[src/rtl/game_pkg.sv]
// Game-state geometry, pipe-word field positions and palette shared by the game controller and the renderer.
package game_pkg;

    localparam int BIRD_X    = 40;
    localparam int BIRD_W    = 16;
    localparam int BIRD_H    = 16;
    localparam int PIPE_W    = 50;
    localparam int V_ACT     = 480;
    localparam int FLASH_BIT = 3;

    // Pipe word layout: [27:20] gap, [19:10] left x, [9:0] top-edge y
    localparam int GAP_MSB = 27;
    localparam int GAP_LSB = 20;
    localparam int X_MSB   = 19;
    localparam int X_LSB   = 10;
    localparam int Y_MSB   = 9;
    localparam int Y_LSB   = 0;

    // Score bar: 16 squares, MSB leftmost
    localparam int SCORE_Y0    = 4;
    localparam int SCORE_Y1    = 11;
    localparam int SCORE_X0    = 8;
    localparam int SCORE_PITCH = 10;
    localparam int SCORE_SQ    = 8;

    localparam logic [11:0] COL_SCORE_ON  = 12'hFFF;
    localparam logic [11:0] COL_SCORE_OFF = 12'h444;
    localparam logic [11:0] COL_BIRD_UP   = 12'hFF0;
    localparam logic [11:0] COL_BIRD      = 12'hFA0;
    localparam logic [11:0] COL_PIPE      = 12'h2A2;
    localparam logic [11:0] COL_SKY       = 12'h8CF;
    localparam logic [11:0] COL_FLASH     = 12'hF44;

endpackage

[src/rtl/pipe_hit.sv]
// Pixel-vs-pipe test: inside the pipe column and outside its vertical gap.
// Combinational, no backpressure; arithmetic widened to 11 bits so nothing wraps.
module pipe_hit
    import game_pkg::*;
(
    input  logic [9:0]  pix_x,
    input  logic [9:0]  gy,
    input  logic [31:0] pipe,
    output logic        hit
);

    logic [10:0] px;
    logic [10:0] py;
    logic [10:0] gap;
    logic [10:0] x11;
    logic [10:0] gy11;
    logic        col_hit;
    logic        row_hit;
    logic        unused_bits;

    assign px   = {1'b0, pipe[X_MSB:X_LSB]};
    assign py   = {1'b0, pipe[Y_MSB:Y_LSB]};
    assign gap  = {3'b000, pipe[GAP_MSB:GAP_LSB]};
    assign x11  = {1'b0, pix_x};
    assign gy11 = {1'b0, gy};

    assign col_hit = (x11 >= px) && (x11 < px + 11'(PIPE_W));
    assign row_hit = (gy11 <= py) || (gy11 >= py + gap);
    assign hit     = col_hit && row_hit;

    assign unused_bits = ^pipe[31:28];

endmodule

[src/rtl/game_render.sv]
// Classifies each pixel against a once-per-frame snapshot of game state and drives 12-bit RGB.
// Latency 2 clk pix->rgb; no backpressure, one pixel accepted every cycle.
module game_render
    import game_pkg::*;
(
    input  logic        clk,
    input  logic        rst,
    input  logic        frame_start,
    input  logic [9:0]  pix_x,
    input  logic [9:0]  pix_y,
    input  logic        video_on,
    input  logic [15:0] bird_y,
    input  logic [31:0] pipe1,
    input  logic [31:0] pipe2,
    input  logic [31:0] pipe3,
    input  logic [15:0] score,
    input  logic        fail,
    output logic [11:0] rgb,
    output logic        rgb_valid
);

    logic [15:0] snap_bird_y;
    logic [31:0] snap_pipe1;
    logic [31:0] snap_pipe2;
    logic [31:0] snap_pipe3;
    logic [15:0] snap_score;
    logic        snap_fail;
    logic [7:0]  frame_cnt;

    // Snapshot updates at the edge, so a pixel sharing a cycle with frame_start sees the old frame
    always_ff @(posedge clk or negedge rst) begin
        if (!rst) begin
            snap_bird_y <= '0;
            snap_pipe1  <= '0;
            snap_pipe2  <= '0;
            snap_pipe3  <= '0;
            snap_score  <= '0;
            snap_fail   <= 1'b0;
            frame_cnt   <= '0;
        end else if (frame_start) begin
            snap_bird_y <= bird_y;
            snap_pipe1  <= pipe1;
            snap_pipe2  <= pipe2;
            snap_pipe3  <= pipe3;
            snap_score  <= score;
            snap_fail   <= fail;
            frame_cnt   <= frame_cnt + 8'd1;
        end
    end

    logic [9:0]  gy;
    logic        gy_ok;
    logic [15:0] gy16;
    logic [15:0] by;
    logic        hit_p1, hit_p2, hit_p3;
    logic        bird_hit;
    logic        score_hit;
    logic        score_bit;

    assign gy    = 10'(V_ACT - 1) - pix_y;
    assign gy_ok = pix_y < 10'(V_ACT);
    assign gy16  = {6'd0, gy};
    assign by    = {1'b0, snap_bird_y[14:0]};

    pipe_hit u_pipe1 (.pix_x(pix_x), .gy(gy), .pipe(snap_pipe1), .hit(hit_p1));
    pipe_hit u_pipe2 (.pix_x(pix_x), .gy(gy), .pipe(snap_pipe2), .hit(hit_p2));
    pipe_hit u_pipe3 (.pix_x(pix_x), .gy(gy), .pipe(snap_pipe3), .hit(hit_p3));

    assign bird_hit = gy_ok
                   && (pix_x >= 10'(BIRD_X)) && (pix_x < 10'(BIRD_X + BIRD_W))
                   && (gy16 >= by) && (gy16 < by + 16'(BIRD_H));

    always_comb begin
        score_hit = 1'b0;
        score_bit = 1'b0;
        if (pix_y >= 10'(SCORE_Y0) && pix_y <= 10'(SCORE_Y1)) begin
            for (int i = 0; i < 16; i++) begin
                if (pix_x >= 10'(SCORE_X0 + SCORE_PITCH * i) &&
                    pix_x <= 10'(SCORE_X0 + SCORE_PITCH * i + SCORE_SQ - 1)) begin
                    score_hit = 1'b1;
                    score_bit = snap_score[15 - i];
                end
            end
        end
    end

    logic s1_vld;
    logic s1_score_hit;
    logic s1_score_bit;
    logic s1_bird_hit;
    logic s1_pipe_hit;
    logic s1_bird_up;
    logic s1_flash;

    // Colour selectors travel with the pixel so a snapshot update cannot recolour stage 2
    always_ff @(posedge clk or negedge rst) begin
        if (!rst) begin
            s1_vld       <= 1'b0;
            s1_score_hit <= 1'b0;
            s1_score_bit <= 1'b0;
            s1_bird_hit  <= 1'b0;
            s1_pipe_hit  <= 1'b0;
            s1_bird_up   <= 1'b0;
            s1_flash     <= 1'b0;
        end else begin
            s1_vld       <= video_on;
            s1_score_hit <= score_hit;
            s1_score_bit <= score_bit;
            s1_bird_hit  <= bird_hit;
            s1_pipe_hit  <= gy_ok && (hit_p1 || hit_p2 || hit_p3);
            s1_bird_up   <= snap_bird_y[15];
            s1_flash     <= snap_fail && frame_cnt[FLASH_BIT];
        end
    end

    logic [11:0] pix_rgb;

    always_comb begin
        pix_rgb = s1_flash ? COL_FLASH : COL_SKY;
        if (s1_score_hit) begin
            pix_rgb = s1_score_bit ? COL_SCORE_ON : COL_SCORE_OFF;
        end else if (s1_bird_hit) begin
            pix_rgb = s1_bird_up ? COL_BIRD_UP : COL_BIRD;
        end else if (s1_pipe_hit) begin
            pix_rgb = COL_PIPE;
        end
    end

    always_ff @(posedge clk or negedge rst) begin
        if (!rst) begin
            rgb       <= '0;
            rgb_valid <= 1'b0;
        end else begin
            rgb       <= s1_vld ? pix_rgb : 12'h000;
            rgb_valid <= s1_vld;
        end
    end

endmodule

[config.mk]
export PLATFORM = sky130hd
export DESIGN_NAME = game_render
export DESIGN_NICKNAME = d
export VERILOG_FILES = /design/src/rtl/game_pkg.sv /design/src/rtl/pipe_hit.sv /design/src/rtl/game_render.sv
export SDC_FILE = /design/constraint.sdc
export NUM_CORES = 1
export LEC_CHECK = 0
export BUFFER_PORTS_ARGS = -buffer_cell sky130_fd_sc_hd__clkbuf_2
export CAP_MARGIN = 10
export CORE_MARGIN = 3
export CORE_UTILIZATION = 58
export DETAILED_ROUTE_END_ITERATION = 8
export PLACE_DENSITY_LB_ADDON = 0.08
export SLEW_MARGIN = 10
export SYNTH_ARGS = -nofsm -noshare
export SYNTH_HDL_FRONTEND = slang
export SYNTH_SLANG_ARGS = --single-unit
[constraint.sdc]
create_clock -name clk -period 4.2 [get_ports clk]
set_clock_uncertainty 0.05 [all_clocks]
set_input_delay 1.05 -clock clk [delete_from_list [all_inputs] [get_ports clk]]
set_output_delay 1.05 -clock clk [all_outputs]
set_load 0.005 [all_outputs]
==> impl_results.md <==
* Clock power share at roughly 36%
* Status: complete, no violations
* Die height at about 140 um
* Switching Share at between 30 and 40%
* CTS tree: yes
* Post-CTS setup buffers at 0
* GPL Wtd Cong at 0.902
* Clk Latency, worst-skew pair at around 430 ps
* Worst Slack Setup Final at between 500 and 600 ps
* Vias in the first global route at 8143
* Crit-path max FO at 3
* Max_slew headroom at between 50% and 60%
* Tcrit/Tclk final at 87.2%
* Hold Buf Count CTS at 0
* MaxCap Viol Count at 0
* Commonest cells in the netlist: 163 x ha_1, 140 x dfrtp_1, 103 x nand2_1
* Area contributors post-synth: dfrtp_1 35%, ha_1 20%, mux2_2 6.0%
* Syn_nets at approximately 1400
* Final setup vio count at 0
* First-pass GRT wire length at 38.1 mm
* Syn Std Cell Area at between 0.01 and 0.015 mm2
* Fin Hold WS at ~320 ps
* Drt via density at approximately 5.7
* Total CTS buffers at 17
* Diode count at 0
* RSZ-0062 raised after global routing: no
* Share of the yosys chip area belonging to registers at 34.7%
* CP startpoint kind: flop
* Chip Width at around 140 um
* Final Hold Fails at 0
* Antenna-violating nets left at 0
* Initial antenna violation count at 0
* Cells after synthesis at 1062
* # clock sinks at between 100 and 150
* # fillers at 1352
* DRT Wirelength at roughly 23 mm
* CP endpoint kind: flop
* Boundary Pins at 166
* Worst path cell trace: ha_1 -> fa_1 -> a21oi_1 -> o211ai_1 -> o41ai_1 -> xnor2_1 -> ha_1 -> o21a_1 -> o21ai_0 -> a211oi_1 -> o32ai_1 -> a311oi_1 -> a221o_1
* Critical setup path kind: reg -> reg
* Least-Margin Pin Slew at between 700 and 800 ps
* Worst VDD drop at around 0.00032 V
* TNS Setup at 0 ps
* Top cell family by delay on the critical path: compound AO/OA/AOI/OAI gates
* DR pass1 iterations at 5
* Largest net degree at the start of global routing at just over 80
* Gr ovfl total at 0
* Core box area at roughly 0.017 mm2
* Crit-path slowest cell: o41ai_1
* Yosys warns at 0
* Leakage power at around 5.7 nW
* Cell area power density at about 390 mW/mm2
* CP arrival at between 3000 and 4000 ps
* Share of cells above drive strength 1 at around a fifth
* Clock transition at path regs at around 60 ps
* Dpl hpwl at 17.7 mm
* Number of max-slew violations in the final report at 0
* Min Clock Period, post-route at 3660 ps
* CTS max path bufs at 2
* Most used cell, CP: ha_1
* NetSw at between 1 and 1.5 mW
* Via Count at 8254
* Residual DRC at 0
* Initial DRC count at 467
* Syn_area_per_cell at around 9.5 um2
* Fmax at roughly 270 MHz
* Sequential Power Share at a little over a third
* PostCTS Resize Cnt at 0
* Ys flop type: dfrtp_1
* Routed WL per cell at roughly 16 um
* Worst slack at placement at 583 ps
* Total track usage at around 25%
* Buf/Inv on CP at 0
* Logic pwr share at roughly 29%
* Hold Crit Class: reg -> reg
* Worst EP required at approximately 4500 ps
* H-tree levels at 4
* Initial Utilization at roughly three fifths
* Int Pwr at roughly 3.1 mW
* Port bufs at around 150
* Most numerous cell in the Yosys netlist: ha_1
* Cell accounting for the most synthesized area: dfrtp_1
* Clock root buffer master: clkbuf_16
* Slowest Stage Delay on Critical Path at between 500 and 600 ps
* FF+latch count, synth at 140
* EDFF count, synth at 0
* Die area at around 0.019 mm2
* Share of the synthesized area in the top cell type at 34.7%
* Area Overhead vs Synth at 16.6%
* Layout Nets at around 1500
* Async set-reset flop share out of synthesis at 100%
* Netlist cell types at between 60 and 70
* Row count at 47
-- cell type report --
class	instances	area [um2]	share of cell area, %
inverter	90	338	2.87
clock inverter	14	194	1.65
timing repair buffer	164	886	7.52
clock buffer	18	439	3.73
tap	220	275	2.34
multi-input combinational	802	6140	52.1
sequential	140	3500	29.8
-- layer usage --
layer  GRT usage (%)  share of wire (%)  vias up
li1                -                  -     4118
met3            4.75                5.0       35
met2            42.4                 48      189
met4            7.74                1.9        0
met5               0                  0        -
met1            33.6                 45     3912
-- state kept, by name, indices dropped and copies added (netlist names) --
name	flops
snap_score	16
frame_cnt	4
s1_score_bit	1
s1_score_hit	1
snap_pipe2	28
snap_fail	1
rgb	11
s1_bird_hit	1
rgb_valid	1
snap_bird_y	16
s1_vld	1
s1_flash	1
snap_pipe1	28
s1_pipe_hit	1
snap_pipe3	28
s1_bird_up	1
-- cell families after synthesis --
logic type	synth area share, %
buffers and inverters	4.52
and+or+nand+nor	12.0
xor gates and xnor gates	5.20
adders and majority gates	20.8
AOI/OAI and AO/OA	16.8
DFF	34.7
muxes	6.02
-- power by group through the flow --
stage / Sequential, mW / Combinational [mW] / Clock [mW]
after floorplan: 1.61 / 0.935 / 0
after global placement: 1.63 / 1.25 / 0
after detailed placement: 1.64 / 1.30 / 0
after CTS: 1.61 / 1.31 / 1.65
after global routing: 1.63 / 1.51 / 1.70
final: 1.61 / 1.31 / 1.62
-- stage by stage --
stage	util [%]	cell area (um2)	power (mW)	instances
final	70.0	11800	4.54	1448
after global routing	70.0	11800	4.84	1448
after CTS	70.0	11800	4.57	1448
after detailed placement	66.2	11100	2.93	1416
after global placement	66.2	11100	2.88	1416
after floorplan	-	10100	2.54	1062
-- placed cells by master (no fill, tap or decap), types with 4 or more instances in the layout --
| cell type | instances |
|---|---|
| a211oi_1 | 13 |
| a21o_1 | 17 |
| a21oi_1 | 42 |
| a22o_1 | 4 |
| a31oi_1 | 13 |
| and3_1 | 5 |
| buf_4 | 9 |
| bufinv_16 | 4 |
| clkbuf_16 | 17 |
| clkbuf_2 | 151 |
| clkinvlp_4 | 5 |
| dfrtp_1 | 140 |
| ha_1 | 163 |
| inv_1 | 90 |
| mux2_2 | 54 |
| nand2_1 | 103 |
| nand2b_1 | 9 |
| nand3_1 | 28 |
| nand3b_1 | 5 |
| nand4_1 | 12 |
| nor2_1 | 41 |
| nor2b_1 | 17 |
| nor3_1 | 16 |
| o2111ai_1 | 4 |
| o211ai_1 | 9 |
| o21a_1 | 11 |
| o21ai_0 | 98 |
| o21ai_1 | 4 |
| o21bai_1 | 6 |
| o22ai_1 | 5 |
| o31ai_1 | 4 |
| xnor2_1 | 51 |
| xor2_1 | 9 |
-- final timing paths --
| path | end | slack, ps | depth (start not counted) | start |
|---|---|---|---|---|
| max in group asynchronous | snap_pipe3[14] | 2800 | 2 | rst |
| min in group asynchronous | s1_vld | 540 | 1 | rst |
| worst max-delay path | s1_pipe_hit | 540 | 13 | snap_pipe2[0] |
| worst min register to register | s1_bird_up | 320 | 0 | snap_bird_y[15] |
| worst max register to register | s1_pipe_hit | 540 | 13 | snap_pipe2[0] |
| worst min-delay path | s1_bird_up | 320 | 0 | snap_bird_y[15] |
Power figures use the tool's default switching activity.
